### src/rtl/div_defs.sv
// Shared definitions for the sequential divider: state encoding, default width
// and the most-negative operand constant.
package div_defs;

  localparam int unsigned DIV_WIDTH = 16;

  localparam logic [DIV_WIDTH-1:0] DIV_MIN = {1'b1, {(DIV_WIDTH-1){1'b0}}};

  typedef enum logic [2:0] {
    IDLE  = 3'd0,
    SETUP = 3'd1,
    ITER  = 3'd2,
    FIXUP = 3'd3,
    DONE  = 3'd4
  } div_state_e;

endpackage

### src/rtl/div_trial_sub.sv
// Combinational trial subtraction for one restoring-division step:
// shifted partial remainder minus zero-extended divisor magnitude.
module div_trial_sub #(
  parameter int unsigned WIDTH = 16
) (
  input  logic [WIDTH:0]   p_shift,
  input  logic [WIDTH-1:0] divisor,
  output logic [WIDTH-1:0] diff_c,
  output logic             neg_c
);

  logic [WIDTH:0] full_diff;

  assign full_diff = p_shift - {1'b0, divisor};
  assign diff_c    = full_diff[WIDTH-1:0];
  assign neg_c     = full_diff[WIDTH];

endmodule

### src/rtl/seq_div_ctrl.sv
// Multi-cycle restoring divider: one quotient bit per ITER cycle, signed/unsigned,
// with divide-by-zero and MIN/-1 overflow handled at launch.
module seq_div_ctrl
  import div_defs::*;
#(
  parameter int unsigned WIDTH = DIV_WIDTH
) (
  input  logic             clk,
  input  logic             rst_n,
  input  logic             start,
  input  logic             signed_op,
  input  logic [WIDTH-1:0] dividend,
  input  logic [WIDTH-1:0] divisor,
  output logic             busy,
  output logic             done,
  output logic [WIDTH-1:0] quotient,
  output logic [WIDTH-1:0] remainder,
  output logic             div_by_zero,
  output logic             overflow
);

  localparam int unsigned CW = $clog2(WIDTH);
  localparam logic [WIDTH-1:0] MIN_VAL = {1'b1, {(WIDTH-1){1'b0}}};
  localparam logic [WIDTH-1:0] ONES    = {WIDTH{1'b1}};

  div_state_e       state_q, state_d;
  logic [WIDTH-1:0] dvd_q, dvd_d;
  logic [WIDTH-1:0] dvs_q, dvs_d;
  logic             sgn_q, sgn_d;
  logic             q_neg_q, q_neg_d;
  logic             r_neg_q, r_neg_d;
  // Partial remainder always stays below the divisor, so its top bit is never
  // stored; the WIDTH+1-bit view exists only on the shifted subtractor input.
  logic [WIDTH-1:0] p_q, p_d;
  logic [WIDTH-1:0] q_q, q_d;
  logic [CW-1:0]    cnt_q, cnt_d;
  logic [WIDTH-1:0] quo_q, quo_d;
  logic [WIDTH-1:0] rem_q, rem_d;
  logic             dz_q, dz_d;
  logic             ov_q, ov_d;
  logic             busy_q, busy_d;
  logic             done_q, done_d;

  logic [WIDTH:0]   p_shift;
  logic [WIDTH-1:0] t_diff;
  logic             t_neg;

  assign p_shift = {p_q, q_q[WIDTH-1]};

  div_trial_sub #(.WIDTH(WIDTH)) u_trial (
    .p_shift (p_shift),
    .divisor (dvs_q),
    .diff_c  (t_diff),
    .neg_c   (t_neg)
  );

  // Next-state and datapath update
  always_comb begin
    state_d = state_q;
    dvd_d   = dvd_q;
    dvs_d   = dvs_q;
    sgn_d   = sgn_q;
    q_neg_d = q_neg_q;
    r_neg_d = r_neg_q;
    p_d     = p_q;
    q_d     = q_q;
    cnt_d   = cnt_q;
    quo_d   = quo_q;
    rem_d   = rem_q;
    dz_d    = dz_q;
    ov_d    = ov_q;
    case (state_q)
      IDLE: begin
        if (start) begin
          dvd_d = dividend;
          dvs_d = divisor;
          sgn_d = signed_op;
          dz_d  = 1'b0;
          ov_d  = 1'b0;
          if (divisor == '0) begin
            dz_d    = 1'b1;
            quo_d   = ONES;
            rem_d   = dividend;
            state_d = DONE;
          end else if (signed_op && (dividend == MIN_VAL) && (divisor == ONES)) begin
            ov_d    = 1'b1;
            quo_d   = MIN_VAL;
            rem_d   = '0;
            state_d = DONE;
          end else begin
            state_d = SETUP;
          end
        end
      end
      SETUP: begin
        q_neg_d = sgn_q & (dvd_q[WIDTH-1] ^ dvs_q[WIDTH-1]);
        r_neg_d = sgn_q & dvd_q[WIDTH-1];
        dvs_d   = (sgn_q && dvs_q[WIDTH-1]) ? -dvs_q : dvs_q;
        q_d     = (sgn_q && dvd_q[WIDTH-1]) ? -dvd_q : dvd_q;
        p_d     = '0;
        cnt_d   = CW'(WIDTH - 1);
        state_d = ITER;
      end
      ITER: begin
        p_d   = t_neg ? p_shift[WIDTH-1:0] : t_diff;
        q_d   = {q_q[WIDTH-2:0], ~t_neg};
        cnt_d = cnt_q - CW'(1);
        if (cnt_q == '0) state_d = FIXUP;
      end
      FIXUP: begin
        quo_d   = q_neg_q ? -q_q : q_q;
        rem_d   = r_neg_q ? -p_q : p_q;
        state_d = DONE;
      end
      DONE:    state_d = IDLE;
      default: state_d = IDLE;
    endcase
    busy_d = (state_d != IDLE);
    done_d = (state_d == DONE);
  end

  always_ff @(posedge clk or negedge rst_n) begin
    if (!rst_n) begin
      state_q <= IDLE;
      dvd_q   <= '0;
      dvs_q   <= '0;
      sgn_q   <= 1'b0;
      q_neg_q <= 1'b0;
      r_neg_q <= 1'b0;
      p_q     <= '0;
      q_q     <= '0;
      cnt_q   <= '0;
      quo_q   <= '0;
      rem_q   <= '0;
      dz_q    <= 1'b0;
      ov_q    <= 1'b0;
      busy_q  <= 1'b0;
      done_q  <= 1'b0;
    end else begin
      state_q <= state_d;
      dvd_q   <= dvd_d;
      dvs_q   <= dvs_d;
      sgn_q   <= sgn_d;
      q_neg_q <= q_neg_d;
      r_neg_q <= r_neg_d;
      p_q     <= p_d;
      q_q     <= q_d;
      cnt_q   <= cnt_d;
      quo_q   <= quo_d;
      rem_q   <= rem_d;
      dz_q    <= dz_d;
      ov_q    <= ov_d;
      busy_q  <= busy_d;
      done_q  <= done_d;
    end
  end

  assign busy        = busy_q;
  assign done        = done_q;
  assign quotient    = quo_q;
  assign remainder   = rem_q;
  assign div_by_zero = dz_q;
  assign overflow    = ov_q;

endmodule

### config.mk
export PLATFORM = sky130hd
export DESIGN_NAME = seq_div_ctrl
export DESIGN_NICKNAME = d
export VERILOG_FILES = /design/src/rtl/div_defs.sv /design/src/rtl/div_trial_sub.sv /design/src/rtl/seq_div_ctrl.sv
export SDC_FILE = /design/constraint.sdc
export NUM_CORES = 1
export LEC_CHECK = 0
export CAP_MARGIN = 20
export CORE_MARGIN = 2
export CORE_UTILIZATION = 45
export CTS_CLUSTER_DIAMETER = 60
export DETAILED_ROUTE_END_ITERATION = 10
export PLACE_DENSITY = 0.75
export SLEW_MARGIN = 5
export SYNTH_ARGS = -nofsm -noshare
export SYNTH_HDL_FRONTEND = slang
export SYNTH_HIERARCHICAL = 1
export SYNTH_SLANG_ARGS = --single-unit
### constraint.sdc
create_clock -name clk -period 3.6 [get_ports clk]
set_input_delay 0.54 -clock clk [delete_from_list [all_inputs] [get_ports clk]]
set_output_delay 0.54 -clock clk [all_outputs]
set_load 0.02 [all_outputs]
Word level (Yosys, flattened, before mapping):

Index checks and enable logic that the tools add are counted.
W data, S select, Z words.

* eq/ne operators: 9
* bitwise gates (word level): 4
* reduce and logical (&&, ||, !) cells: 14
* add/sub/neg operators: 6
* muxes and demuxes: 26

Operator list (count)
* $mux W16: 12
* $pmux W16 S2: 5
* $neg A16 Y16: 4
* $eq A16 B16 Y1 const B: 2
* $sub A17 B16 Y17: 1
* $logic_not A16 Y1: 1
* $mux W3: 4
* $pmux W3 S4: 1
* $pmux W4 S2: 1
* $eq A3 B2 Y1 const B: 2
* $reduce_and A3 Y1: 2
* $reduce_bool A2 Y1: 3
* $logic_and A1 B1 Y1: 4
* $logic_not A4 Y1: 1
* $ne A2 B2 Y1 const B: 2
* $sub A4 B1 Y4 const B: 1
* $eq A3 B1 Y1 const B: 1
* $eq A3 B3 Y1 const B: 1
* $logic_not A3 Y1: 1
* $mux W1: 3
* $ne A3 B3 Y1 const B: 1
* $reduce_bool A3 Y1: 1
* $and A1 B1 Y1: 2
* $reduce_and A2 Y1: 1
* other kinds (2): 2

* input port bits: 36
* word-level logic and storage cells: 74
* output and inout port bits: 36
* flip-flop bits (word level): 110

Logic depth before layout (Yosys ltp):

* depth in word-level cells: 8
* gate-level depth with buffers: 13
* depth with buffers taken out: 11

Modules after synthesis:

Netlist, hierarchy kept.

Modules (own cells, without submodules)
* seq_div_ctrl: instances 1, area each 5945.7 um^2, cells an instance 624, seq. area each 2752.6 um^2
* div_trial_sub: instances 1, area each 867.1 um^2, cells an instance 127, seq. area each 0.0 um^2

Worst setup path after synthesis:

Ideal clock, no wire load.

* path kind: reg-to-reg
* start point: register q_q[15]
* end point: register p_q[0]
* data required time: 3466 ps
* data arrival time: 3080 ps
* clock period less this slack: 3214 ps
* path slack: 386 ps
* path buffers: 2
* cell stages (with the launch flop): 14
* library setup time: 134 ps
* cells stage by stage: dfrtp_1 -> inv_1 -> ha_1 -> fa_1 -> nand2b_1 -> a21oi_1 -> nor2_1 -> o31ai_1 -> o31ai_1 -> xor2_1 -> clkbuf_1 -> buf_1 -> mux2i_1 -> o22ai_1

* longest elaborated chain between the ends: 3

RTL lines
* from (decl): RTL line seq_div_ctrl.sv:35 `logic [WIDTH-1:0] q_q, q_d;`
* from (signal assigned): RTL line seq_div_ctrl.sv:147 `q_q <= q_d;`
* $sub A17 B16 Y17: RTL line div_trial_sub.sv:14 `assign full_diff = p_shift - {1'b0, divisor};`
* net t_neg: RTL line seq_div_ctrl.sv:46 `logic t_neg;`
* $mux W16: RTL line seq_div_ctrl.sv:105 `p_d = t_neg ? p_shift[WIDTH-1:0] : t_diff;`
* $pmux W16 S2: RTL line seq_div_ctrl.sv:72 `case (state_q)`
* to (signal assigned): RTL line seq_div_ctrl.sv:146 `p_q <= p_d;`
* to (decl): RTL line seq_div_ctrl.sv:34 `logic [WIDTH-1:0] p_q, p_d;`

The timed path passes the listed nets, and every way through them passes these cells.
A chain may end at the register's enable or synchronous reset.

Worst setup path after layout:

Same ends and word-level chain as after synthesis.

==> run summary <==
status: finished, final reports clean
drt first pass iters: 7
core box area: 14600 um^2
slowest stage delay, CP: 0.42 ns
Total Die Area: 16100 um^2
Layout area overhead: 17.3%
Residual DRC: 0
vias in the first global route: 5833
dominant synthesized flop cell: dfrtp_1
min setup slack post-route: 0.639 ns
dpl cells: 984
Rel. slew slack: 0.355
largest net degree at the start of global routing: 42
Layout Skew: 0.0115 ns
CP max FO: 10
Overflow after GRT: 0
setup_tns: 0 ns
vias per cell: 6.01
Total Routed Length: 18100 um
H-Tree Depth: 3
syn_nets: 809
CP Data Arrival Time: 3.18 ns
first-pass GRT wire length: 29800 um
CTS tree: yes
Most Frequent Cell on Critical Path: o31ai_1
crit path launch type: flop
Non-Filler Instances: 999
Post-Synthesis Cell Area: 6810 um^2
Initial Util: 0.465
Unique masters post-synth: 72
critical path's slowest cell: dfrtp_1
vias: 6004
Clock Sinks: 110
final hold violation count: 0
reg-to-reg endpoint: p_q[0]$_DFFE_PN0P_
Worst setup endpoint: p_q[0]$_DFFE_PN0P_
critical path type: reg2reg
Peak Freq: 338 MHz
CTS buffer count: 9
GRT Util Overall: 0.232
sequential area share after synthesis: 0.404
port bufs: 71
CP required: 3.82 ns
placed instance area: 7720 um^2
clk buf depth: 2
CTS resizes: 0
antenna diode count: 0
Final setup viols: 0
fin crit share: 0.823
initial antenna violation count: 0
later-pin clock latency in the skew report: 0.36 ns
placer's final routability congestion estimate: 0.983
Post-synth EDFFs: 0
Synth Register Bits: 110
Post-Synthesis Cells: 751
r2r worst-path depth: 12
Slew @ Worst Pin: 0.959 ns
CTS root buffer: clkbuf_16
starting DRC count in detailed routing: 502
min cycle time layout: 2.96 ns
Reg2Reg Setup Slack: 0.64 ns
Lkg Pwr: 3.53 nW
share of layout cells above drive strength 1: 0.0785
Syn. warnings: 6
worst vdd ir: 0.467 mV
RSZ-0062 raised after global routing: false
Final nets: 869
final instance area: 7990 um^2
Mean Syn Cell Area: 9.07 um^2
pre-CTS setup slack: 0.609 ns
ys async rst share: 1.00
clk slew on worst S/H paths: 0.08 ns
Max Cap Viol: 0
power per cell area: 893 nW/um^2
type of the worst min-delay path: in2async
CP Capture Type: flop
worst setup path start: q_q[15]$_DFFE_PN0P_
Die H: 127 um
Die Wd: 127 um
Hold-fix buffers, CTS: 0
CP cell instances: inv_1, ha_1, fa_1, nand2b_1, a21oi_1, nor2_1, o31ai_1, o31ai_1, xor2_2, buf_4, mux2i_1, o22ai_1
DP Wirelength: 13700 um
row count: 44
R2R Path Start: q_q[15]$_DFFE_PN0P_
max-slew violations: 0
ANT nets after route: 0
DR WL/cell: 18.1 um
# Post-CTS Setup Buffers: 0
io pins: 72
==> cells by family (layout without fill, tap and decap cells) <==
family | count (synthesis) | after routing | synth area share
compound gates | 222 | 222 | 0.225
simple gates | 248 | 248 | 0.182
mux | 25 | 25 | 0.0376
fa+ha+maj | 22 | 22 | 0.0415
xor+xnor | 49 | 49 | 0.0630
flops | 110 | 110 | 0.404
buf+inv | 75 | 139 | 0.0463
==> worst min-delay path by stage <==
stage	end	slack, ns
after global placement	quotient[10]$_DFFE_PN0P_	0.46
final	q_q[4]$_DFFE_PN0P_	0.15
after CTS	dvd_q[4]$_DFFE_PN0P_	0.17
after floorplan	busy$_DFF_PN0_	0.24
after global routing	q_q[5]$_DFFE_PN0P_	0.20
after detailed placement	quotient[10]$_DFFE_PN0P_	0.47
==> cell type report <==
type,instances,area (um^2)
fillers,1347,6650
multi-input cells,566,3770
flip-flops and latches,110,2750
repair buffers,86,821
well taps,184,230
clock buffers,10,229
inverters,38,143
clock inverters,5,45.0
==> power breakdown <==
| group | internal, mW | switching [mW] |
|---|---|---|
| logic | 1.68 | 2.10 |
| registers | 1.72 | 0.686 |
| clock network | 0.477 | 0.479 |
| total | 3.88 | 3.26 |
==> worst max-delay path: cells and delay by family, from the launching register on <==
kind	cells	cell delay (ns)
multiplexers	1	0.23
AO/OA/AOI/OAI	4	0.84
XOR/XNOR	1	0.17
buffers and inverters	2	0.30
flip-flops	1	0.42
AND/OR/NAND/NOR	2	0.28
adder cells (fa/ha/maj)	2	0.60
==> routing by layer <==
| layer | share of wire | track usage | wire length, um | up-vias |
|---|---|---|---|---|
| met2 | 0.50 | 0.402 | 9060 | 213 |
| met5 | 0 | 0 | 0 | - |
| met3 | 0.049 | 0.0389 | 879 | 38 |
| met1 | 0.42 | 0.295 | 7680 | 2879 |
| met4 | 0.026 | 0.0789 | 476 | 0 |
| li1 | - | - | - | 2874 |
==> Yosys cell counts (5+ instances only) <==
cell type    n  area share
clkbuf_1    29       0.016
a22oi_1     16       0.018
mux2_2       5      0.0083
or3_1       16       0.015
o21ai_0     63       0.046
a221o_1     20       0.029
nand2b_1     9      0.0083
a22o_1      12       0.015
nor2_1      48       0.026
nand4_1      6      0.0055
nand3_1      9      0.0066
nand2_1     92       0.051
o31ai_1      7      0.0077
or4_1        6      0.0066
a21oi_1     39       0.029
xor2_1      10       0.013
nor4_1       8      0.0073
mux2i_1     20       0.029
dfrtp_1    110        0.40
o41ai_1      6      0.0077
nor3_1      20       0.015
a31oi_1      9      0.0083
a31o_2       7      0.0090
xnor2_1     39       0.050
ha_1        21       0.039
o22ai_1      7      0.0064
inv_1       37       0.020
==> flip-flops by register name, summed over array words and instances, names as in the netlist <==
name and count:
dvd_q 16, dvs_q 16, p_q 16, q_q 16
quotient 16, remainder 16, cnt_q 4, state_q 3
busy 1, div_by_zero 1, done 1, overflow 1
q_neg_q 1, r_neg_q 1, sgn_q 1
==> placed cells by master (no fill, tap or decap), types with 7 or more instances in the layout <==
| cell | count |
|---|---|
| o22ai_1 | 7 |
| nand3_1 | 9 |
| inv_1 | 37 |
| nor2_1 | 47 |
| dfrtp_1 | 110 |
| clkbuf_16 | 9 |
| a31o_2 | 7 |
| xnor2_1 | 39 |
| a21oi_1 | 39 |
| xor2_1 | 9 |
| a22o_1 | 12 |
| or3_1 | 16 |
| nor4_1 | 8 |
| mux2i_1 | 20 |
| o21ai_0 | 63 |
| a22oi_1 | 16 |
| a221o_1 | 20 |
| nand2_1 | 92 |
| a31oi_1 | 9 |
| nor3_1 | 20 |
| o31ai_1 | 7 |
| clkdlybuf4s50_1 | 70 |
| ha_1 | 21 |
| buf_4 | 16 |
| nand2b_1 | 9 |
==> per-stage QoR <==
step,util,hold WS [ns],power (mW)
2_1_floorplan,-,0.244,5.06
3_3_place_gp,0.527,0.463,6.08
3_5_place_dp,0.527,0.469,6.17
4_1_cts,0.546,0.169,7.13
5_1_grt,0.546,0.196,7.72
6_report,0.546,0.153,7.14
Note: power is estimated with default switching activity, not from simulation.
